`config.mk`:
```
export PLATFORM = sky130hd
export DESIGN_NAME = dmem_arbiter_flat
export DESIGN_NICKNAME = d
export VERILOG_FILES = /design/src/rtl/dmem_arbiter_if.sv /design/src/rtl/dmem_arbiter.sv /design/src/flat_wrapper.sv
export SDC_FILE = /design/constraint.sdc
export NUM_CORES = 1
export LEC_CHECK = 0
export BUFFER_PORTS_ARGS = -buffer_cell sky130_fd_sc_hd__buf_2
export CAP_MARGIN = 20
export CORE_AREA = 4 4 97 99
export DETAILED_ROUTE_END_ITERATION = 8
export DIE_AREA = 0 0 101 103
export GPL_ROUTABILITY_DRIVEN = 0
export PLACE_DENSITY_LB_ADDON = 0.2
export SLEW_MARGIN = 20
export SYNTH_ARGS = -nofsm -noshare
export SYNTH_HDL_FRONTEND = slang
export SYNTH_SLANG_ARGS = --single-unit
```
`constraint.sdc`:
```
create_clock -name clk -period 2 [get_ports clk]
set_input_delay 0.2 -clock clk [delete_from_list [all_inputs] [get_ports clk]]
set_output_delay 0.2 -clock clk [all_outputs]
set_load 0.01 [all_outputs]
```
`src/rtl/dmem_arbiter_if.sv`:
```
// Shared data_mem port bundle: two requester channels plus the data_mem side.
// Requesters and data_mem model sit on the master modport; the arbiter is the slave.
interface dmem_arbiter_if #(
    parameter int ADDR_W = 12
);
    logic              p0_req;
    logic              p0_we;
    logic [1:0]        p0_store_type;
    logic [2:0]        p0_load_type;
    logic [ADDR_W-1:0] p0_addr;
    logic [31:0]       p0_wdata;
    logic              p0_gnt;
    logic              p0_rvalid;
    logic [31:0]       p0_rdata;

    logic              p1_req;
    logic              p1_we;
    logic [1:0]        p1_store_type;
    logic [2:0]        p1_load_type;
    logic [ADDR_W-1:0] p1_addr;
    logic [31:0]       p1_wdata;
    logic              p1_gnt;
    logic              p1_rvalid;
    logic [31:0]       p1_rdata;

    logic              mem_write;
    logic [1:0]        mem_store_type;
    logic [2:0]        mem_load_type;
    logic [ADDR_W-1:0] mem_addr;
    logic [31:0]       mem_wdata;
    logic [31:0]       mem_rdata;

    modport slave (
        input  p0_req, p0_we, p0_store_type, p0_load_type, p0_addr, p0_wdata,
        output p0_gnt, p0_rvalid, p0_rdata,
        input  p1_req, p1_we, p1_store_type, p1_load_type, p1_addr, p1_wdata,
        output p1_gnt, p1_rvalid, p1_rdata,
        output mem_write, mem_store_type, mem_load_type, mem_addr, mem_wdata,
        input  mem_rdata
    );

    modport master (
        output p0_req, p0_we, p0_store_type, p0_load_type, p0_addr, p0_wdata,
        input  p0_gnt, p0_rvalid, p0_rdata,
        output p1_req, p1_we, p1_store_type, p1_load_type, p1_addr, p1_wdata,
        input  p1_gnt, p1_rvalid, p1_rdata,
        input  mem_write, mem_store_type, mem_load_type, mem_addr, mem_wdata,
        output mem_rdata
    );
endinterface

```
`src/rtl/dmem_arbiter.sv`:
```
// Two-port data_mem arbiter, port 0 fixed priority with port 1 anti-starvation; combinational grant,
// load data returned 1 cycle after grant; a denied requester simply holds its request.
module dmem_arbiter #(
    parameter int ADDR_W     = 12,
    parameter int STARVE_MAX = 4
) (
    input  logic           clk,
    input  logic           rst,
    dmem_arbiter_if.slave  bus
);
    localparam int CNT_W = $clog2(STARVE_MAX + 1);

    logic [CNT_W-1:0]  starve_cnt;
    logic              starve;
    logic              p0_gnt;
    logic              p1_gnt;
    logic              sel_we;
    logic [1:0]        sel_store_type;
    logic [2:0]        sel_load_type;
    logic [ADDR_W-1:0] sel_addr;
    logic [31:0]       sel_wdata;
    logic              rd_pend;
    logic              rd_owner;

    assign starve = (starve_cnt == CNT_W'(STARVE_MAX));

    // Grants are killed during reset so nothing reaches data_mem.
    assign p1_gnt = ~rst & bus.p1_req & (~bus.p0_req | starve);
    assign p0_gnt = ~rst & bus.p0_req & ~p1_gnt;

    always_comb begin
        sel_we         = 1'b0;
        sel_store_type = 2'b00;
        sel_load_type  = 3'b000;
        sel_addr       = '0;
        sel_wdata      = 32'h0;
        if (p1_gnt) begin
            sel_we         = bus.p1_we;
            sel_store_type = bus.p1_store_type;
            sel_load_type  = bus.p1_load_type;
            sel_addr       = bus.p1_addr;
            sel_wdata      = bus.p1_wdata;
        end else if (p0_gnt) begin
            sel_we         = bus.p0_we;
            sel_store_type = bus.p0_store_type;
            sel_load_type  = bus.p0_load_type;
            sel_addr       = bus.p0_addr;
            sel_wdata      = bus.p0_wdata;
        end
    end

    always_ff @(posedge clk) begin
        if (rst) begin
            starve_cnt <= '0;
            rd_pend    <= 1'b0;
            rd_owner   <= 1'b0;
        end else begin
            if (bus.p1_req & ~p1_gnt) begin
                if (!starve) starve_cnt <= starve_cnt + CNT_W'(1);
            end else begin
                starve_cnt <= '0;
            end
            rd_pend  <= (p0_gnt | p1_gnt) & ~sel_we;
            rd_owner <= p1_gnt;
        end
    end

    assign bus.p0_gnt         = p0_gnt;
    assign bus.p1_gnt         = p1_gnt;
    assign bus.mem_write      = sel_we;
    assign bus.mem_store_type = sel_store_type;
    assign bus.mem_load_type  = sel_load_type;
    assign bus.mem_addr       = sel_addr;
    assign bus.mem_wdata      = sel_wdata;

    assign bus.p0_rvalid = rd_pend & ~rd_owner;
    assign bus.p1_rvalid = rd_pend &  rd_owner;
    assign bus.p0_rdata  = bus.p0_rvalid ? bus.mem_rdata : 32'h0;
    assign bus.p1_rdata  = bus.p1_rvalid ? bus.mem_rdata : 32'h0;
endmodule

```
`src/flat_wrapper.sv`:
```
// flat-port wrapper written by rule: the top's interface ports become plain ports
module dmem_arbiter_flat 
#(
    parameter int ADDR_W     = 12,
    parameter int STARVE_MAX = 4
)
  (clk, rst, bus_p0_req, bus_p0_we, bus_p0_store_type, bus_p0_load_type, bus_p0_addr, bus_p0_wdata, bus_p0_gnt, bus_p0_rvalid, bus_p0_rdata, bus_p1_req, bus_p1_we, bus_p1_store_type, bus_p1_load_type, bus_p1_addr, bus_p1_wdata, bus_p1_gnt, bus_p1_rvalid, bus_p1_rdata, bus_mem_write, bus_mem_store_type, bus_mem_load_type, bus_mem_addr, bus_mem_wdata, bus_mem_rdata);
  dmem_arbiter_if #(.ADDR_W(ADDR_W)) bus_i ();
  input  logic clk;
  input  logic rst;
  input wire logic [$bits(bus_i.p0_req)-1:0] bus_p0_req;
  input wire logic [$bits(bus_i.p0_we)-1:0] bus_p0_we;
  input wire logic [$bits(bus_i.p0_store_type)-1:0] bus_p0_store_type;
  input wire logic [$bits(bus_i.p0_load_type)-1:0] bus_p0_load_type;
  input wire logic [$bits(bus_i.p0_addr)-1:0] bus_p0_addr;
  input wire logic [$bits(bus_i.p0_wdata)-1:0] bus_p0_wdata;
  output wire logic [$bits(bus_i.p0_gnt)-1:0] bus_p0_gnt;
  output wire logic [$bits(bus_i.p0_rvalid)-1:0] bus_p0_rvalid;
  output wire logic [$bits(bus_i.p0_rdata)-1:0] bus_p0_rdata;
  input wire logic [$bits(bus_i.p1_req)-1:0] bus_p1_req;
  input wire logic [$bits(bus_i.p1_we)-1:0] bus_p1_we;
  input wire logic [$bits(bus_i.p1_store_type)-1:0] bus_p1_store_type;
  input wire logic [$bits(bus_i.p1_load_type)-1:0] bus_p1_load_type;
  input wire logic [$bits(bus_i.p1_addr)-1:0] bus_p1_addr;
  input wire logic [$bits(bus_i.p1_wdata)-1:0] bus_p1_wdata;
  output wire logic [$bits(bus_i.p1_gnt)-1:0] bus_p1_gnt;
  output wire logic [$bits(bus_i.p1_rvalid)-1:0] bus_p1_rvalid;
  output wire logic [$bits(bus_i.p1_rdata)-1:0] bus_p1_rdata;
  output wire logic [$bits(bus_i.mem_write)-1:0] bus_mem_write;
  output wire logic [$bits(bus_i.mem_store_type)-1:0] bus_mem_store_type;
  output wire logic [$bits(bus_i.mem_load_type)-1:0] bus_mem_load_type;
  output wire logic [$bits(bus_i.mem_addr)-1:0] bus_mem_addr;
  output wire logic [$bits(bus_i.mem_wdata)-1:0] bus_mem_wdata;
  input wire logic [$bits(bus_i.mem_rdata)-1:0] bus_mem_rdata;
  assign bus_i.p0_req = bus_p0_req;
  assign bus_i.p0_we = bus_p0_we;
  assign bus_i.p0_store_type = bus_p0_store_type;
  assign bus_i.p0_load_type = bus_p0_load_type;
  assign bus_i.p0_addr = bus_p0_addr;
  assign bus_i.p0_wdata = bus_p0_wdata;
  assign bus_p0_gnt = bus_i.p0_gnt;
  assign bus_p0_rvalid = bus_i.p0_rvalid;
  assign bus_p0_rdata = bus_i.p0_rdata;
  assign bus_i.p1_req = bus_p1_req;
  assign bus_i.p1_we = bus_p1_we;
  assign bus_i.p1_store_type = bus_p1_store_type;
  assign bus_i.p1_load_type = bus_p1_load_type;
  assign bus_i.p1_addr = bus_p1_addr;
  assign bus_i.p1_wdata = bus_p1_wdata;
  assign bus_p1_gnt = bus_i.p1_gnt;
  assign bus_p1_rvalid = bus_i.p1_rvalid;
  assign bus_p1_rdata = bus_i.p1_rdata;
  assign bus_mem_write = bus_i.mem_write;
  assign bus_mem_store_type = bus_i.mem_store_type;
  assign bus_mem_load_type = bus_i.mem_load_type;
  assign bus_mem_addr = bus_i.mem_addr;
  assign bus_mem_wdata = bus_i.mem_wdata;
  assign bus_i.mem_rdata = bus_mem_rdata;
  dmem_arbiter #(.ADDR_W(ADDR_W), .STARVE_MAX(STARVE_MAX)) u_core (.clk(clk), .rst(rst), .bus(bus_i));
endmodule
```
# --- After elaboration in Yosys (flattened, before gate mapping) ---
# Cells that the tools add are included.
word_totals:
  register_bits: 5
op_classes:
  muxes: 12
  n_eq_ne: 1
  addsub: 1
  bitwise_logic: 16
  reduce_logical: 1
op_table:
  columns: ["op", "n"]
  rows:
  - ["2-to-1 mux 32 bit", 4]
  - ["2-to-1 mux 12 bit", 2]
  - ["AND 1 bit", 8]
  - ["2-to-1 mux 3 bit", 2]
  - ["inverter 1 bit", 6]
  - ["2-to-1 mux 2 bit", 2]
  - ["adder 3 x 1 -> 3 bit (second input constant)", 1]
  - ["equality test 3 bit (second input constant)", 1]
  - ["2-to-1 mux 1 bit", 2]
  - ["OR 1 bit", 2]
  - ["OR reduction 2 bit", 1]

# --- Depth between registers and ports, before layout ---
logic_depth:
  word_depth: 9
  ltp_mapped: 6

# --- Least setup slack after synthesis ---
# No wires, ideal clock.
synth_path:
  kind: "flip-flop to output port"
  start: "register u_core.starve_cnt[0]"
  end: "output port bus_mem_wdata[22]"
  t_arrival_ns: 1.301
  stages_incl_launch_ff: 7
  setup_slack_ns: 0.499
  required_ns: 1.800
  path_cell_list: "dfxtp_1 -> inv_1 -> ha_1 -> and3_1 -> buf_6 -> buf_6 -> o22ai_1"
synth_via:
  elab_chain_cells: 7
synth_lines:
  columns: ["element", "line_no", "text"]
  rows:
  - ["start, declared", "dmem_arbiter.sv:13", "logic [CNT_W-1:0] starve_cnt;"]
  - ["start signal, assigned", "dmem_arbiter.sv:59", "if (!starve) starve_cnt <= starve_cnt + CNT_W'(1);"]
  - ["equality test 3 bit (*)", "dmem_arbiter.sv:25", "assign starve = (starve_cnt == CNT_W'(STARVE_MAX));"]
  - ["OR 1 bit (*)", "dmem_arbiter.sv:28", "assign p1_gnt = ~rst & bus.p1_req & (~bus.p0_req | starve);"]
  - ["AND 1 bit (*)", "dmem_arbiter.sv:28", null]
  - ["inverter 1 bit", "dmem_arbiter.sv:29", "assign p0_gnt = ~rst & bus.p0_req & ~p1_gnt;"]
  - ["AND 1 bit", "dmem_arbiter.sv:29", null]
  - ["2-to-1 mux 32 bit", "dmem_arbiter.sv:43", "end else if (p0_gnt) begin"]
  - ["2-to-1 mux 32 bit (*)", "dmem_arbiter.sv:37", "if (p1_gnt) begin"]
  - ["end, declared", "flat_wrapper.sv:33", "output wire logic [$bits(bus_i.mem_wdata)-1:0] bus_mem_wdata;"]
# Mark *: on every way between the ends. The rest lies on a longest branch, timed or not.

# --- Final worst setup path ---
layout_path:
  start: "register u_core.starve_cnt[0]"
  end: "output port bus_mem_store_type[1]"
layout_via:
  elab_chain_cells: 7
layout_lines:
  columns: ["element", "line_no", "text"]
  rows:
  - ["equality test 3 bit (*)", "dmem_arbiter.sv:25", null]
  - ["OR 1 bit (*)", "dmem_arbiter.sv:28", null]
  - ["AND 1 bit (*)", "dmem_arbiter.sv:28", null]
  - ["inverter 1 bit", "dmem_arbiter.sv:29", null]
  - ["AND 1 bit", "dmem_arbiter.sv:29", null]
  - ["2-to-1 mux 2 bit", "dmem_arbiter.sv:43", null]
  - ["2-to-1 mux 2 bit (*)", "dmem_arbiter.sv:37", null]
  - ["end, declared", "flat_wrapper.sv:30", "output wire logic [$bits(bus_i.mem_store_type)-1:0] bus_mem_store_type;"]
# Marked as above.

==> impl_metrics.py <==
metrics = {
    "cts": {
        "clkSinkCount": 5,
        "clk_latency_ns": 0.22,
        "cts_setup_buffers": 0,
        "holdBufCountCts": 0,
        "htree_levels": 1,
        "cts_tree": "built",
        "root_buffer": "clkbuf_8",
        "clk_pin_slew_ns": 0.04,
        "cts_buffer_depth": 2,
        "numCtsBuffers": 3,
    },
    "pwr": {
        "ir_drop_mv": 0.130,
        "total_power_uw": 834,
        "p_leak_uw": 0.00186,
        "power.density_nw_per_um2": 253,
    },
    "run": {
        "max_cap_viol_count": 0,
    },
    "worst_hold_path": {
        "hold_path_end": "u_core.rd_pend",
        "hp-start": "bus_p0_we",
        "hold-path-cell-count": 2,
        "hold_class": "in2reg",
    },
    "yosys": {
        "synth_area_leader_cell": "nand3b_1",
        "ys_top_cells_by_area": "nand3b_1, o22ai_1, and2_1, and3_1, dfxtp_1",
        "synth_fp_nets": 421,
        "ys_seq_area_share_pct": 5.15,
        "synthCells": 283,
        "netlist_area_um2": 1940,
        "yosysUniqueCellTypes": 21,
        "yosys_warnings": 0,
        "avgSynthCellArea_um2": 6.86,
        "synth_top_area_share_pct": 39.0,
        "ys_ff_latch": 5,
    },
    "worst_setup_path": {
        "endpoint_kind": "primary output",
        "critPathArrivalTime_ns": 1.63,
        "rr_endpoint": "u_core.rd_pend",
        "critPathMaxFanout": 17,
        "cpMaxStageDelayCell": "dfxtp_1",
        "critPathKind": "reg2out",
        "path_cells": "inv_1 > ha_2 > and3_2 > buf_4 > o22ai_1 > buf_2",
        "reg2reg_depth": 5,
        "required_ns": 1.80,
        "r2r_start": "u_core.starve_cnt[0]",
        "cp_slowest_stage_delay_ns": 0.34,
        "cp-start-kind": "flip-flop",
        "r2r_slack_ns": 0.60,
    },
    "die": {
        "initial_core_util_pct": 22.7,
        "core_area_um2": 8550,
        "ioPinCount": 254,
        "die_area_um2": 10400,
        "placementRows": 34,
        "chipWidth_um": 101,
        "die_y_um": 103,
    },
    "timing": {
        "fin_crit_sh_pct": 91.7,
        "tns_ns": 0,
        "max_clock_freq_ghz": 0.545,
        "worst_pin_slew_ns": 0.319,
        "min_period_ns": 1.83,
        "setup_ws_ns": 0.166,
        "maxSlewHeadroom_pct": 78.8,
        "hold_viol": 0,
        "skew_ns": 0.000746,
        "drv_slew": 0,
        "rsz0062_at_grt": "false",
        "setup_violations": 0,
    },
    "placement": {
        "dpl.hpwl_um": 7520,
        "pre_cts_ws_ns": 0.218,
        "port-buffer-count": 253,
        "postPlaceCellArea_um2": 3240,
    },
    "final_layout": {
        "stdcell_area_um2": 3300,
        "syn_to_final_growth_pct": 70.0,
        "finalNetCount": 649,
        "drive_gt1_share_pct": 53.9,
        "fillerInstances": 930,
        "fin_util_pct": 38.6,
        "diodes": 0,
    },
    "global_route": {
        "grtUsageTotal_pct": 16.3,
        "antenna_found_initial": 0,
        "grt_overflow_total": 0,
        "grt_pass1_wl_um": 14000,
        "grt_pass1_vias": 2821,
        "grt_max_degree": 106,
    },
    "routing": {
        "vias": 3054,
        "post_drt_wl_per_cell_um": 15.7,
        "vias_per_cell": 4.94,
        "drtPass1Iterations": 4,
        "drt.antenna.violating_nets": 0,
        "remaining_drc_errors": 0,
        "wl_um": 9690,
        "dr.first_iter.drc_count": 139,
    },
    "status": {
        "outcome": "finished clean",
    },
}
[worst max path at each step]
| stage | endpoint | cells past startpoint | startpoint |
|---|---|---|---|
| 2_1_floorplan | bus_mem_wdata[22] | 6 | u_core.starve_cnt[0] |
| 3_3_place_gp | bus_mem_wdata[3] | 6 | u_core.starve_cnt[0] |
| 3_5_place_dp | bus_mem_wdata[3] | 6 | u_core.starve_cnt[0] |
| 4_1_cts | bus_mem_wdata[3] | 6 | u_core.starve_cnt[0] |
| 5_1_grt | bus_mem_addr[5] | 6 | u_core.starve_cnt[0] |
| 6_report | bus_mem_store_type[1] | 6 | u_core.starve_cnt[0] |
[critical path, delay by kind of cell (launching register included)]
kind | cells | cell delay (ns)
AO/OA/AOI/OAI | 1 | 0.20
AND/OR/NAND/NOR | 1 | 0.23
adder cells (fa/ha/maj) | 1 | 0.22
buffers and inverters | 3 | 0.43
flip-flops | 1 | 0.34
[cells by family (layout without fill, tap and decap cells)]
group                    count (synthesis)  in the layout  synth area share [%]
adder cells (fa/ha/maj)                  2              2                  1.29
flip-flops                               5              5                  5.15
AND/OR/NAND/NOR                        175            175                  63.2
buffers and inverters                   46            273                  12.2
AO/OA/AOI/OAI                           55             55                  18.2
[metal layers]
metal  up-vias  track usage (%)  share of wire (%)
met5         -                0                  0
met4         0             2.25               0.95
met3         6             3.79                 10
met2       160             32.5                 53
met1      1379             17.8                 36
li1       1509                -                  -
[cell type report]
class,instances,area (um^2),share of cell area (%)
well taps,108,135,4.09
clock buffers,4,45.0,1.36
flip-flops and latches,5,100,3.03
repair buffers,266,1380,41.8
multi-input cells,232,1630,49.4
inverters,3,11.3,0.341
[synth_stat cells, drive strengths merged]
master,number
nand3b,101
o22ai,50
and2,33
and3,33
clkbuf,26
buf,17
dfxtp,5
inv,3
a211oi,2
ha,2
nand2b,2
nor3b,2
or3b,2
a21boi,1
a21oi,1
and2b,1
nor2,1
o32ai,1
[where the power goes]
part	total, uW	switching [uW]	internal [uW]
clock	187	50.1	137
combinational	542	269	273
sequential	105	1.79	103
[stage by stage]
step	instances	hold slack (ns)
global placement	614	0.431
finish	618	0.202
floorplan	283	0.318
detailed placement	614	0.431
CTS	618	0.201
global route	618	0.208
[flip-flops by register name, summed over array words and instances, names as in the netlist]
name	flops
u_core.starve_cnt	3
u_core.rd_owner	1
u_core.rd_pend	1
[placed cells by master, fill, tap and decap left out, drive strengths merged]
cell type and instances:
a211oi 2, a21boi 1, a21oi 1, and2 33
and2b 1, and3 33, buf 266, clkbuf 4
dfxtp 5, ha 2, inv 3, nand2b 2
nand3b 101, nor2 1, nor3b 2, o22ai 50
o32ai 1, or3b 2
[timing repair]
action	in CTS	in global routing
hold endpoints to repair	0	0
endpoints found under the setup margin	1	36
gates resized for setup	1	3
Note: power is estimated with default switching activity, not from simulation.
